## config.mk

```make
export PLATFORM = sky130hd
export DESIGN_NAME = voice_scheduler
export DESIGN_NICKNAME = d
export VERILOG_FILES = /design/src/rtl/voice_scheduler.sv
export SDC_FILE = /design/constraint.sdc
export NUM_CORES = 1
export LEC_CHECK = 0
export BUFFER_PORTS_ARGS = -buffer_cell sky130_fd_sc_hd__buf_2
export CELL_PAD_IN_SITES_DETAIL_PLACEMENT = 1
export CELL_PAD_IN_SITES_GLOBAL_PLACEMENT = 1
export CORE_MARGIN = 5
export CORE_UTILIZATION = 51
export DETAILED_ROUTE_END_ITERATION = 6
export PLACE_DENSITY = 0.91
export SYNTH_ARGS = -nofsm -noshare
export SYNTH_HDL_FRONTEND = slang
export SYNTH_SLANG_ARGS = --single-unit
```

## constraint.sdc

```tcl
create_clock -name clk_i -period 5 [get_ports clk_i]
set_input_delay 0.5 -clock clk_i [delete_from_list [all_inputs] [get_ports clk_i]]
set_output_delay 0.5 -clock clk_i [all_outputs]
set_load 0.03 [all_outputs]
```

## src/rtl/voice_scheduler.sv

```systemverilog
// Round-robin scheduler for three voices: snapshots the register bank on each sample tick,
// drives one generator request per voice and sums the gated samples. Define VOICE_SCHED_WATCHDOG_EN to add a WAIT-state watchdog.
module voice_scheduler (
    input  logic        clk_i,
    input  logic        rst_ni,
    input  logic        sample_tick_i,
    input  logic        reg_we_i,
    input  logic [3:0]  reg_addr_i,
    input  logic [7:0]  reg_wdata_i,
    output logic        start_o,
    output logic [1:0]  act_voice_o,
    output logic [15:0] freq_word_o,
    output logic [11:0] pw_word_o,
    output logic [3:0]  wave_sel_o,
    input  logic        ready_i,
    input  logic [9:0]  wave_i,
    output logic [11:0] mix_o,
    output logic        mix_valid_o,
    output logic        busy_o,
    output logic        overrun_o,
    output logic        timeout_o
);
    typedef enum logic [1:0] {IDLE, START, WAIT, DONE} state_t;

    state_t      state_reg, state_next;
    logic [1:0]  voice_reg;
    logic [11:0] acc_reg, mix_reg;
    logic        mix_valid_reg, overrun_reg;
    logic        accept, ready_ok, voice_gate;

    logic [15:0] sh_freq [3];
    logic [11:0] sh_pw   [3];
    logic [3:0]  sh_ws   [3];
    logic        sh_gate [3];

    assign accept   = (state_reg == IDLE) && sample_tick_i;
    assign ready_ok = (state_reg == WAIT) && ready_i;

    genvar gi;
    generate
        for (gi = 0; gi < 3; gi++) begin : g_voice
            localparam logic [3:0] BASE = 4'(5 * gi);
            logic [15:0] freq_reg, sh_freq_reg;
            logic [11:0] pw_reg, sh_pw_reg;
            logic [3:0]  ws_reg, sh_ws_reg;
            logic        gate_reg, sh_gate_reg;

            always_ff @(posedge clk_i or negedge rst_ni) begin
                if (!rst_ni) begin
                    freq_reg    <= '0;
                    pw_reg      <= '0;
                    ws_reg      <= '0;
                    gate_reg    <= 1'b0;
                    sh_freq_reg <= '0;
                    sh_pw_reg   <= '0;
                    sh_ws_reg   <= '0;
                    sh_gate_reg <= 1'b0;
                end else begin
                    if (reg_we_i) begin
                        if (reg_addr_i == BASE)         freq_reg[7:0]  <= reg_wdata_i;
                        if (reg_addr_i == BASE + 4'd1)  freq_reg[15:8] <= reg_wdata_i;
                        if (reg_addr_i == BASE + 4'd2)  pw_reg[7:0]    <= reg_wdata_i;
                        if (reg_addr_i == BASE + 4'd3)  pw_reg[11:8]   <= reg_wdata_i[3:0];
                        if (reg_addr_i == BASE + 4'd4) begin
                            ws_reg   <= reg_wdata_i[7:4];
                            gate_reg <= reg_wdata_i[0];
                        end
                    end
                    // Snapshot sees the pre-edge live values, so a write coinciding with the tick lands next frame.
                    if (accept) begin
                        sh_freq_reg <= freq_reg;
                        sh_pw_reg   <= pw_reg;
                        sh_ws_reg   <= ws_reg;
                        sh_gate_reg <= gate_reg;
                    end
                end
            end

            assign sh_freq[gi] = sh_freq_reg;
            assign sh_pw[gi]   = sh_pw_reg;
            assign sh_ws[gi]   = sh_ws_reg;
            assign sh_gate[gi] = sh_gate_reg;
        end
    endgenerate

    always_comb begin
        freq_word_o = sh_freq[0];
        pw_word_o   = sh_pw[0];
        wave_sel_o  = sh_ws[0];
        voice_gate  = sh_gate[0];
        if (voice_reg == 2'd1) begin
            freq_word_o = sh_freq[1];
            pw_word_o   = sh_pw[1];
            wave_sel_o  = sh_ws[1];
            voice_gate  = sh_gate[1];
        end else if (voice_reg == 2'd2) begin
            freq_word_o = sh_freq[2];
            pw_word_o   = sh_pw[2];
            wave_sel_o  = sh_ws[2];
            voice_gate  = sh_gate[2];
        end
    end

`ifdef VOICE_SCHED_WATCHDOG_EN
    logic [3:0] wd_cnt_reg;
    logic       wd_expire, timeout_reg;

    assign wd_expire = (state_reg == WAIT) && !ready_i && (wd_cnt_reg == 4'd14);

    always_ff @(posedge clk_i or negedge rst_ni) begin
        if (!rst_ni) begin
            wd_cnt_reg  <= '0;
            timeout_reg <= 1'b0;
        end else begin
            timeout_reg <= wd_expire;
            if ((state_reg == WAIT) && !ready_i) wd_cnt_reg <= wd_cnt_reg + 4'd1;
            else                                 wd_cnt_reg <= '0;
        end
    end

    assign timeout_o = timeout_reg;
`else
    assign timeout_o = 1'b0;
`endif

    always_ff @(posedge clk_i or negedge rst_ni) begin
        if (!rst_ni) state_reg <= IDLE;
        else         state_reg <= state_next;
    end

    always_comb begin
        state_next = state_reg;
        start_o    = 1'b0;
        busy_o     = (state_reg != IDLE);
        case (state_reg)
            IDLE:  if (sample_tick_i) state_next = START;
            START: begin
                start_o    = 1'b1;
                state_next = WAIT;
            end
            WAIT: begin
                if (ready_i) begin
                    state_next = (voice_reg == 2'd2) ? DONE : START;
                end
`ifdef VOICE_SCHED_WATCHDOG_EN
                else if (wd_expire) begin
                    state_next = IDLE;
                end
`endif
            end
            DONE:    state_next = IDLE;
            default: state_next = IDLE;
        endcase
    end

    always_ff @(posedge clk_i or negedge rst_ni) begin
        if (!rst_ni) begin
            voice_reg     <= '0;
            acc_reg       <= '0;
            mix_reg       <= '0;
            mix_valid_reg <= 1'b0;
            overrun_reg   <= 1'b0;
        end else begin
            mix_valid_reg <= (state_reg == DONE);
            overrun_reg   <= sample_tick_i && (state_reg != IDLE);
            if (accept) begin
                voice_reg <= '0;
                acc_reg   <= '0;
            end else if (ready_ok) begin
                // Ungated voices still run so their phase keeps advancing; they just contribute zero.
                acc_reg <= acc_reg + (voice_gate ? {2'b00, wave_i} : 12'd0);
                if (voice_reg != 2'd2) voice_reg <= voice_reg + 2'd1;
            end
            if (state_reg == DONE) mix_reg <= acc_reg;
        end
    end

    assign act_voice_o = voice_reg;
    assign mix_o       = mix_reg;
    assign mix_valid_o = mix_valid_reg;
    assign overrun_o   = overrun_reg;
endmodule
```

Word level (Yosys, flattened, before mapping). Cells that the tools add are included.

Logic and storage cells: 104. Register bits after elaboration: 228. Input bits: 27.

Add/sub/neg operators: 2. Mux-type cells: 19. Equal/unequal tests: 22. Reductions and logical operators: 25.

Operators by type and width (count): $mux W12 (4); $reduce_and A2 Y1 (17); $mux W16 (2); $eq A4 B4 Y1 const B (7); $eq A4 B3 Y1 const B (4); $add A12 B10 Y12 (1); $mux W2 (6); $mux W10 (1); $eq A4 B2 Y1 const B (2); $mux W4 (2); $pmux W2 S4 (1); $eq A2 B2 Y1 const B (3); $ne A2 B2 Y1 const B (3); $reduce_bool A2 Y1 (3); $eq A2 B1 Y1 const B (2); $eq A4 B1 Y1 const B (1); $logic_not A4 Y1 (1); $logic_and A1 B1 Y1 (3); $mux W1 (3); $add A2 B1 Y2 const B (1); $logic_not A2 Y1 (1).

Depth between registers and ports, before layout. Gate-level depths: netlist (run 1).

Depth in word-level cells: 7. Mapped depth: 14.

Least setup slack after synthesis (run 1). No wires, ideal clock.

Path kind: register -> register. Start: reg voice_reg[0] (netlist: act_voice_o[0]). End: reg acc_reg[6]. Cell stages (with the launch flop): 15. Setup time: 0.135 ns. Slack: 1.764 ns. Data arrival time: 3.101 ns. Required time: 4.865 ns. Clock period less this slack: 3.236 ns. Cell sequence: dfrtp_1 > inv_1 > ha_1 > buf_2 > mux2i_1 > nor2_1 > a21oi_1 > and2b_1 > ha_1 > fa_1 > a21oi_1 > o211ai_1 > a21oi_1 > xor2_1 > o21ai_0.

Longest elaborated chain between the ends: 7. Elaborated cells between the ends (all ways): 8. Those cells by class: 1 x add/sub; 2 x eq/ne; 5 x mux.

Ends and longest elaborated chain: start: declaration (line 26) `logic [1:0] voice_reg;`; start signal: assignment (line 172) `if (voice_reg != 2'd2) voice_reg <= voice_reg + 2'd1;`; $eq A2 B2 Y1 (line 96) `end else if (voice_reg == 2'd2) begin`; $mux W1 (line 96); $mux W1 (*) (line 91) `if (voice_reg == 2'd1) begin`; $mux W10 (*) (line 171) `acc_reg <= acc_reg + (voice_gate ? {2'b00, wave_i} : 12'd0);`; $add A12 B10 Y12 (*) (line 171); $mux W12 (*) (line 169) `end else if (ready_ok) begin`; $mux W12 (*) (line 166) `if (accept) begin`; end signal: assignment (line 171); end: declaration (line 27) `logic [11:0] acc_reg, mix_reg;`.

Every way passes the cells marked *; elsewhere a longest branch is shown, timed or not. The select of a mux whose other input is x is not followed. A chain may end at the register's enable or synchronous reset.

Worst setup path after layout (run 1).
Start: reg voice_reg[1] (netlist: act_voice_o[1]). End: reg acc_reg[6].

Same word-level chain as after synthesis.

==> flow_metrics.tcl, run 1 <==
set metrics [dict create \
    synth_cell_types 48 \
    peakVddDrop_mv 0.255 \
    path_max_fanout 33 \
    start_kind "flip-flop" \
    power.leakage_nw 5.63 \
    yosys.area.top_type_share 0.575 \
    place_ws_ns 1.55 \
    setup_viol 0 \
    fp.dieArea_sq_mm 0.0224 \
    yosysMostFrequentCell "nand2_1" \
    syn_avg_cell_area_sq_um 10.7 \
    cp-end-kind "flip-flop" \
    placed_cells 1230 \
    r2r-start "act_voice_o[1]$_DFFE_PN0P_" \
    synth_area_leaders "dfrtp_1, nand2_1, mux2_2, mux2i_1, mux2_4" \
    via_per_inst 5.59 \
    grt_util_met3 0.0385 \
    cts_setup_buffers 0 \
    yosysWarnings 0 \
    final_core_util 0.582 \
    finalHoldViolCount 0 \
    cts_hold_buf 0 \
    dieWidth_microns 150 \
    grt_start_max_net_pins 117 \
    r2r_slack_ns 1.46 \
    wl_per_cell_microns 22.0 \
    gr-total-overflow 0 \
    numCtsBuffers 25 \
    fin_nets 1032 \
    setup-tns-final_ns 0 \
    hold_slack_ns 0.0644 \
    hold_path_class "primary input to async pin" \
    clk_latency_ns 0.51 \
    rsz0062_at_grt "false" \
    vias 7123 \
    cts_tree "built" \
    cts-resized-gates 0 \
    grt_pass1_vias 8100 \
    postSynthCellCount 931 \
    fin_cells 1275 \
    rr_worst_depth 13 \
    drv_slew 0 \
    area_growth_pct 13.4 \
    skew_ns 0.0105 \
    start_util 0.513 \
    timing.final.ws_setup_ns 1.46 \
    slew_headroom 0.406 \
    synth_area_leader_cell "dfrtp_1" \
    ys_seq_elements 228 \
    outcome "finished clean" \
    dr.first_iter.drc_count 482 \
    synth-edff-count 0 \
    drive_gt1_frac 0.237 \
    synth_seq_area_share 0.575 \
    post-route-period-util 0.707 \
    hpwlAfterDp_microns 16600 \
    async_reset_ff_frac 1.00 \
    groute.layer.met1.usage 0.317 \
    p_per_area_mw_per_mm2 625 \
    required_ns 5.35 \
    cts_root_buf "clkbuf_16" \
    grt_usage 0.256 \
    busiest_layer "met2" \
    die_h_microns 150 \
    core_sq_mm 0.0193 \
    synthTopCellsByCount "nand2_1, dfrtp_1, mux2_2, o21ai_0, mux2i_1" \
    synthesis.nets 971 \
    dr.pass1.iters 4 \
    synth_area_sq_mm 0.00993 \
    r2r-end "acc_reg[6]$_DFFE_PN0P_" \
    wl_microns 28100 \
    num_rows 51 \
    grt.met2_usage 0.453 \
    synth_ff_type "dfrtp_1" \
    worstMarginPinSlew_ns 0.891 \
    fmax_mhz 283 \
    critPathKind "flip-flop to flip-flop" \
    fillers 2087 \
    cts.sinks 228 \
    power.total_mw 7.04 \
    remaining_drc_errors 0 \
    clkTransAtPathRegs_ns 0.06 \
    drtAntennaViolNets 0 \
    finalCriticalPeriod_ns 3.54 \
    clock_path_buffers 3 \
    postPlaceCellArea_sq_mm 0.0105 \
    port_buffers 76 \
    grt_antenna_before_repair 1 \
    htree_levels 1 \
    arrival_ns 3.89 \
    grt_pass1_wl_microns 45000 \
    max_cap_viol_count 0 \
    io-pin-count 78 \
    gp_congestion 0.817 \
    fin_area_sq_mm 0.0113 \
]
power breakdown:
part | internal [mW] | total [mW] | switching [mW]
Clock | 1.02 | 1.76 | 0.741
Sequential | 2.46 | 2.86 | 0.398
Combinational | 0.800 | 2.42 | 1.62
layer usage:
layer | part of all wire | vias to the layer above | routed length [microns]
met3 | 0.042 | 71 | 1180
met5 | 0 | - | 0
met2 | 0.51 | 177 | 14400
li1 | - | 3172 | -
met1 | 0.41 | 3703 | 11500
met4 | 0.036 | 0 | 1010
worst max-delay path by stage:
stage | start | depth (start not counted) | end | slack [ns]
floorplan | act_voice_o[0]$_DFFE_PN0P_ | 14 | acc_reg[6]$_DFFE_PN0P_ | 1.76
CTS | act_voice_o[1]$_DFFE_PN0P_ | 13 | acc_reg[6]$_DFFE_PN0P_ | 1.51
global route | act_voice_o[1]$_DFFE_PN0P_ | 13 | acc_reg[6]$_DFFE_PN0P_ | 1.25
global placement | act_voice_o[1]$_DFFE_PN0P_ | 13 | acc_reg[6]$_DFFE_PN0P_ | 1.74
finish | act_voice_o[1]$_DFFE_PN0P_ | 13 | acc_reg[6]$_DFFE_PN0P_ | 1.46
detailed placement | act_voice_o[1]$_DFFE_PN0P_ | 13 | acc_reg[6]$_DFFE_PN0P_ | 1.55
critical path, cell delays in order (launching register included):
cell and delay, ns:
dfrtp_1 0.42, inv_1 0.09, ha_2 0.63, nor2_1 0.13, a21oi_1 0.18, buf_4 0.21, and2b_1 0.19, ha_1 0.20
fa_1 0.42, a21oi_1 0.19, o211ai_1 0.15, a21oi_1 0.27, xor2_1 0.18, o21ai_0 0.11
layout by cell type (no fill, tap or decap), types with 3 or more instances in the layout:
| cell | n |
|---|---|
| a21o_1 | 3 |
| a21oi_1 | 9 |
| buf_2 | 75 |
| buf_4 | 6 |
| clkbuf_1 | 7 |
| clkbuf_16 | 25 |
| clkbuf_8 | 7 |
| clkinv_2 | 5 |
| dfrtp_1 | 228 |
| ha_1 | 10 |
| inv_1 | 7 |
| mux2_1 | 4 |
| mux2_2 | 91 |
| mux2_4 | 16 |
| mux2i_1 | 33 |
| nand2_1 | 348 |
| nand2b_1 | 7 |
| nand3_1 | 8 |
| nor2_1 | 12 |
| nor2_2 | 5 |
| nor2b_1 | 11 |
| nor3b_1 | 3 |
| o21ai_0 | 43 |
| or3_1 | 4 |
| xor2_1 | 4 |
layout make-up:
type                            instances  area [sq um]  share of cell area
Tap cell                              265           332              0.0295
Antenna cell                            1          2.50            0.000222
Clock buffer                           39           748              0.0665
Multi-Input combinational cell        647          3960               0.352
Sequential cell                       228          5710               0.507
Timing Repair Buffer                   83           455              0.0405
Clock inverter                          5          25.0             0.00222
Inverter                                7          26.3             0.00233
cell families (layout without fill, tap and decap cells):
group | count (synthesis) | count (layout) | share of synthesized area
muxes | 144 | 144 | 0.165
AOI/OAI and AO/OA | 65 | 65 | 0.0364
DFF | 228 | 228 | 0.575
adders and majority gates | 13 | 13 | 0.0171
and+or+nand+nor | 418 | 418 | 0.174
xor gates and xnor gates | 6 | 6 | 0.00529
other | 1 | 2 | 0.000378
buffers and inverters | 56 | 134 | 0.0268
Power figures use the tool's default switching activity.
==> run 2: changes to the inputs <==
- ABC_AREA: default -> 1
- CORE_UTILIZATION: 51 -> 45
- PLACE_DENSITY: 0.91 -> 0.86
- clock period: 5 -> 3.4 ns (I/O delays scaled with it)
==> flow_metrics.tcl, run 2 <==
set metrics [dict create \
    die_h_microns 159 \
    synth-edff-count 0 \
    fillers 2608 \
    synthXorXnorAreaFrac 0.000878 \
    grt_start_max_net_pins 93 \
    cts_setup_buffers 0 \
    slew_headroom 0.333 \
    core_sq_mm 0.0218 \
    hold_path_class "primary input to flip-flop" \
    setup-tns-final_ns 0 \
    critPathKind "flip-flop to flip-flop" \
    syn_avg_cell_area_sq_um 8.54 \
    synth_top_family_by_area "simple AND/OR/NAND/NOR gates" \
    p_sw_frac 0.421 \
    p_clk_frac 0.248 \
    wl_microns 28400 \
    synth_area_leader_cell "dfrtp_1" \
    setup_viol 0 \
    final_common_cell "nand2_1" \
    finalCriticalPeriod_ns 3.05 \
    regArea_sq_mm 0.00571 \
    grt_pass1_wl_microns 47100 \
    power.leakage_nw 6.02 \
    remaining_drc_errors 0 \
    fin_nets 1268 \
    outcome "finished clean" \
    hpwlAfterDp_microns 17200 \
    fp.dieArea_sq_mm 0.0252 \
    hold_slack_ns 0.0822 \
    finalHoldViolCount 0 \
    timing.final.ws_setup_ns 0.350 \
    fmax_mhz 328 \
    yosys.area.top_type_share 0.572 \
    dr.pass1.iters 5 \
    multi_input_comb_area_sq_mm 0.00364 \
    synth_area_sq_mm 0.00997 \
    yosysMostFrequentCell "nand2_1" \
    synth_seq_area_share 0.572 \
    hold_path_end "g_voice[2].ws_reg[0]$_DFFE_PN0P_" \
    peakVddDrop_mv 0.472 \
    num_rows 54 \
    synth-simple-area-share 0.238 \
    synthesis.nets 1207 \
    gr-total-overflow 0 \
    cts_root_buf "clkbuf_16" \
    grt_antenna_before_repair 2 \
    grt_usage 0.226 \
    cts_tree "built" \
    rsz0062_at_grt "false" \
    post-route-period-util 0.897 \
    synth_compound_area_frac 0.109 \
    dr.first_iter.drc_count 478 \
    place_ws_ns 0.391 \
    io-pin-count 78 \
    start_util 0.457 \
    start_kind "flip-flop" \
    required_ns 3.79 \
    gp_congestion 0.854 \
    via_per_inst 5.31 \
    area_growth_pct 13.8 \
    ys_seq_elements 228 \
    r2r-start "act_voice_o[1]$_DFFE_PN0P_" \
    power.switching_mw 4.88 \
    p_per_area_mw_per_mm2 1020 \
    htree_levels 1 \
    drtAntennaViolNets 0 \
    arrival_ns 3.44 \
    drive_gt1_frac 0.132 \
    cts-resized-gates 0 \
    rr_worst_depth 13 \
    synth_ff_type "dfrtp_1" \
    mostFrequentLayoutCells "nand2_1, dfrtp_1, buf_2, a21oi_1, inv_1" \
    postSynthCellCount 1167 \
    clk_latency_ns 0.53 \
    path_max_fanout 10 \
    vias 8115 \
    max_cap_viol_count 0 \
    synthAdderAreaFrac 0.0171 \
    synthTopCellsByCount "nand2_1, dfrtp_1, a21oi_1, inv_1" \
    p_seq_frac 0.368 \
    grt_pass1_vias 8831 \
    comb_power_share 0.384 \
    numCtsBuffers 25 \
    r2r_slack_ns 0.35 \
    cp-end-kind "flip-flop" \
    internal_power_mw 6.70 \
    min_path_cells 3 \
    cts.sinks 228 \
    port_buffers 76 \
    synth.area.mux_share 0 \
    worstMarginPinSlew_ns 1.00 \
    synth_area_leaders "dfrtp_1, nand2_1, a21oi_1, o21ai_0, o21ai_1" \
    clkTransAtPathRegs_ns 0.06 \
    async_reset_ff_frac 1.00 \
    skew_ns 0.0182 \
    drv_slew 0 \
    r2r-end "acc_reg[6]$_DFFE_PN0P_" \
    synth_cell_types 32 \
    clock_path_buffers 3 \
    dieWidth_microns 159 \
    min_from "reg_wdata_i[4]" \
    yosysWarnings 0 \
    wl_per_cell_microns 18.6 \
]
## run 2: cell count changes after synthesis, sizes merged, moves of 5 or more
cell and delta:
nand3 +10, inv +59, mux2 -111, nand2b -7, buf +5, o21ai +84, mux2i -33, a21oi +62
nor2 +47, nor2b -11, nand2 +158
## run 2: cell type report
class	instances	area share
antenna	1	0.000221
clock buffer	37	0.0662
tap	280	0.0309
sequential	228	0.503
timing repair buffer	90	0.0461
inverter	67	0.0223
multi-input combinational	816	0.321
clock inverter	8	0.0108
## run 2: cells by family (layout without fill, tap and decap cells)
| kind of cell | count (synthesis) | after routing |
|---|---|---|
| buffers and inverters | 123 | 202 |
| adder cells (fa/ha/maj) | 13 | 13 |
| flip-flops | 228 | 228 |
| AND/OR/NAND/NOR | 595 | 595 |
| XOR/XNOR | 1 | 1 |
| other | 1 | 2 |
| AO/OA/AOI/OAI | 206 | 206 |
## run 2: worst max-delay path by stage
stage / cells after the start / slack, ns / end / start
after floorplan: 14 / 0.72 / acc_reg[6]$_DFFE_PN0P_ / act_voice_o[1]$_DFFE_PN0P_
after global placement: 13 / 0.55 / acc_reg[6]$_DFFE_PN0P_ / act_voice_o[1]$_DFFE_PN0P_
after detailed placement: 13 / 0.39 / acc_reg[6]$_DFFE_PN0P_ / act_voice_o[1]$_DFFE_PN0P_
after CTS: 13 / 0.36 / acc_reg[6]$_DFFE_PN0P_ / act_voice_o[1]$_DFFE_PN0P_
after global routing: 13 / 0.12 / acc_reg[6]$_DFFE_PN0P_ / act_voice_o[1]$_DFFE_PN0P_
final: 13 / 0.35 / acc_reg[6]$_DFFE_PN0P_ / act_voice_o[1]$_DFFE_PN0P_
## run 2: metal layers
layer | track usage | wire [microns] | vias up
met4 | 0.0570 | 636 | 2
met5 | 0 | 11 | -
li1 | - | - | 3790
met3 | 0.0417 | 1320 | 49
met2 | 0.393 | 14200 | 151
met1 | 0.293 | 12200 | 4123
## run 2: power groups by stage
stage                     logic [mW]  clock network [mW]  registers [mW]
after floorplan                 3.03                   0            4.24
after global placement          4.26                   0            4.21
after detailed placement        4.40                   0            4.27
after CTS                       4.50                2.92            4.26
after global routing            4.92                3.04            4.37
final                           4.45                2.87            4.26
## run 2: metrics by stage
stage	util	power (mW)	std cells	cell area (sq um)
global placement	0.479	8.47	1480	10500
CTS	0.520	11.7	1526	11300
detailed placement	0.479	8.67	1480	10500
floorplan	-	7.27	1167	9970
finish	0.520	11.6	1527	11300
global route	0.520	12.3	1527	11300
## run 2: what timing repair did
action | in CTS | in global routing
endpoints found under the hold margin | 89 | 0
endpoints found under the setup margin | 0 | 0
hold buffers | 1 | 0
## run 2: critical path: stages, from the launching register on
cell	delay (ns)
dfrtp_1	0.40
inv_1	0.09
ha_1	0.17
clkinv_1	0.30
o21ai_2	0.54
nor2_1	0.08
ha_1	0.24
fa_1	0.44
nand3_1	0.10
nand3_1	0.15
nand2_1	0.12
nand2_1	0.05
o21ai_0	0.15
o22ai_1	0.08
==> run 3: changes to the inputs <==
- ABC_AREA: 1 -> 0
- CORE_UTILIZATION: 45 -> 48
- PLACE_DENSITY: 0.86 -> 0.87
==> flow_metrics.tcl, run 3 (synthesis results as in run 1) <==
set metrics [dict create \
    cts_tree "built" \
    path_max_fanout 4 \
    clkTransAtPathRegs_ns 0.06 \
    cts.sinks 228 \
    grt_usage 0.231 \
    die_h_microns 154 \
    grt_antenna_before_repair 1 \
    multi_input_comb_area_sq_mm 0.00396 \
    highest_layer "met4" \
    cp_slowest_stage_delay_ns 0.43 \
    start_util 0.489 \
    cts_setup_buffers 0 \
    p_per_area_mw_per_mm2 926 \
    final_common_cell "nand2_1" \
    fin_nets 1036 \
    power.leakage_nw 5.67 \
    skew_ns 0.0110 \
    fillers 2224 \
    dieWidth_microns 154 \
    max_cap_viol_count 0 \
    io-pin-count 78 \
    cpMostUsedCell "a21oi_1" \
    wl_met2_microns 13800 \
    area_growth_pct 14.6 \
    numCtsBuffers 25 \
    setup-tns-final_ns 0 \
    fin_area_sq_mm 0.0114 \
    path_cells "inv_1 -> ha_2 -> mux2i_1 -> nor2_1 -> a21oi_1 -> and2b_1 -> ha_1 -> fa_1 -> a21oi_1 -> o211ai_1 -> a21oi_1 -> xor2_1 -> o21ai_0" \
    power.total_mw 10.5 \
    vias 6990 \
    clk_latency_ns 0.52 \
    postPlaceCellArea_sq_mm 0.0105 \
    arrival_ns 3.48 \
    rsz0062_at_grt "false" \
    regArea_sq_mm 0.00571 \
    wl_per_cell_microns 20.9 \
    port_buffers 76 \
    dr.first_iter.drc_count 423 \
    grt_pass1_wl_microns 44400 \
    drtAntennaViolNets 0 \
    hpwlAfterDp_microns 15900 \
    gr-total-overflow 0 \
    wl_microns 26700 \
    remaining_drc_errors 0 \
    drv_slew 0 \
    cp_slowest_cell "dfrtp_1" \
    gp_congestion 0.791 \
    start_kind "flip-flop" \
    wl_met3_microns 1190 \
    drive_gt1_frac 0.237 \
    finalHoldViolCount 0 \
    critPathKind "flip-flop to flip-flop" \
    mostFrequentLayoutCells "nand2_1, dfrtp_1, mux2_2, buf_2, o21ai_0" \
    setup_viol 0 \
    fmax_mhz 320 \
    grt_start_max_net_pins 119 \
    via_per_inst 5.45 \
    grt_pass1_vias 8134 \
    finalCriticalPeriod_ns 3.12 \
    peakVddDrop_mv 0.376 \
    num_rows 52 \
    worstMarginPinSlew_ns 0.980 \
    wl_met1_microns 10900 \
    clock_path_buffers 3 \
    core_sq_mm 0.0203 \
    required_ns 3.76 \
    cts_root_buf "clkbuf_16" \
    fp.dieArea_sq_mm 0.0237 \
    outcome "finished clean" \
    cp-end-kind "flip-flop" \
    hold_path_class "primary input to flip-flop" \
    dr.pass1.iters 4 \
    slew_headroom 0.347 \
    htree_levels 1 \
    post-route-period-util 0.919 \
]
run 3: cell types whose count changed in the layout (fill, tap and decap cells not counted), moves of 11 or more:
cell | previous run | this run
mux2_2 | 0 | 91
mux2_4 | 0 | 16
a21oi_1 | 72 | 9
nand2_1 | 494 | 348
nor2_1 | 61 | 12
o21ai_0 | 61 | 42
mux2i_1 | 0 | 33
inv_1 | 62 | 7
nor2b_1 | 0 | 11
o21ai_1 | 56 | 1
run 3: layout make-up:
class	count	area share
Clock inverter	5	0.0110
Clock buffer	37	0.0633
Multi-Input combinational cell	647	0.348
Tap cell	270	0.0297
Timing Repair Buffer	87	0.0440
Sequential cell	228	0.501
Antenna cell	1	0.000220
Inverter	7	0.00231
run 3: path summary, 6_finish.rpt:
| kind | from | end | slack, ns | depth (start not counted) |
|---|---|---|---|---|
| setup / recovery | act_voice_o[0]$_DFFE_PN0P_ | acc_reg[6]$_DFFE_PN0P_ | 0.28 | 13 |
| hold / removal | sample_tick_i | overrun_o$_DFF_PN0_ | 0.07 | 2 |
| setup reg to reg | act_voice_o[0]$_DFFE_PN0P_ | acc_reg[6]$_DFFE_PN0P_ | 0.28 | 13 |
| hold reg to reg | g_voice[2].ws_reg[1]$_DFFE_PN0P_ | g_voice[2].sh_ws_reg[1]$_DFFE_PN0P_ | 0.46 | 2 |
| max in group asynchronous | rst_ni | g_voice[1].sh_ws_reg[2]$_DFFE_PN0P_ | 1.95 | 3 |
| min in group asynchronous | rst_ni | g_voice[1].sh_freq_reg[3]$_DFFE_PN0P_ | 0.43 | 2 |
run 3: metrics by stage:
| stage | hold WS, ns | std cells | setup slack (ns) | utilization |
|---|---|---|---|---|
| floorplan | 0.0444 | 931 | 0.164 | - |
| global placement | 0.439 | 1238 | 0.559 | 0.518 |
| detailed placement | 0.450 | 1238 | 0.373 | 0.518 |
| CTS | 0.0570 | 1281 | 0.270 | 0.561 |
| global route | 0.0731 | 1282 | 0.0797 | 0.561 |
| finish | 0.0710 | 1282 | 0.276 | 0.561 |
run 3: worst max-delay path: cells and delay by family (launching register included):
kind	cells	cell delay, ns
and+or+nand+nor	2	0.27
buffers and inverters	1	0.09
muxes	1	0.21
adders and majority gates	3	0.81
xor gates and xnor gates	1	0.19
DFF	1	0.43
AOI/OAI and AO/OA	5	0.97
run 3: what timing repair did:
action	4_1_cts	5_1_grt
hold buffers	1	0
endpoints found under the setup margin	0	1
hold endpoints to repair	114	0
gates resized for setup	0	1
run 3: power by group:
| group | switching (mW) | internal [mW] |
|---|---|---|
| registers | 0.553 | 3.62 |
| logic | 2.34 | 1.19 |
| clock network | 1.09 | 1.76 |
run 3: layer usage:
metal	vias up	global-route usage
met4	0	0.0770
met5	-	0
li1	3174	-
met1	3629	0.285
met2	135	0.417
met3	52	0.0337
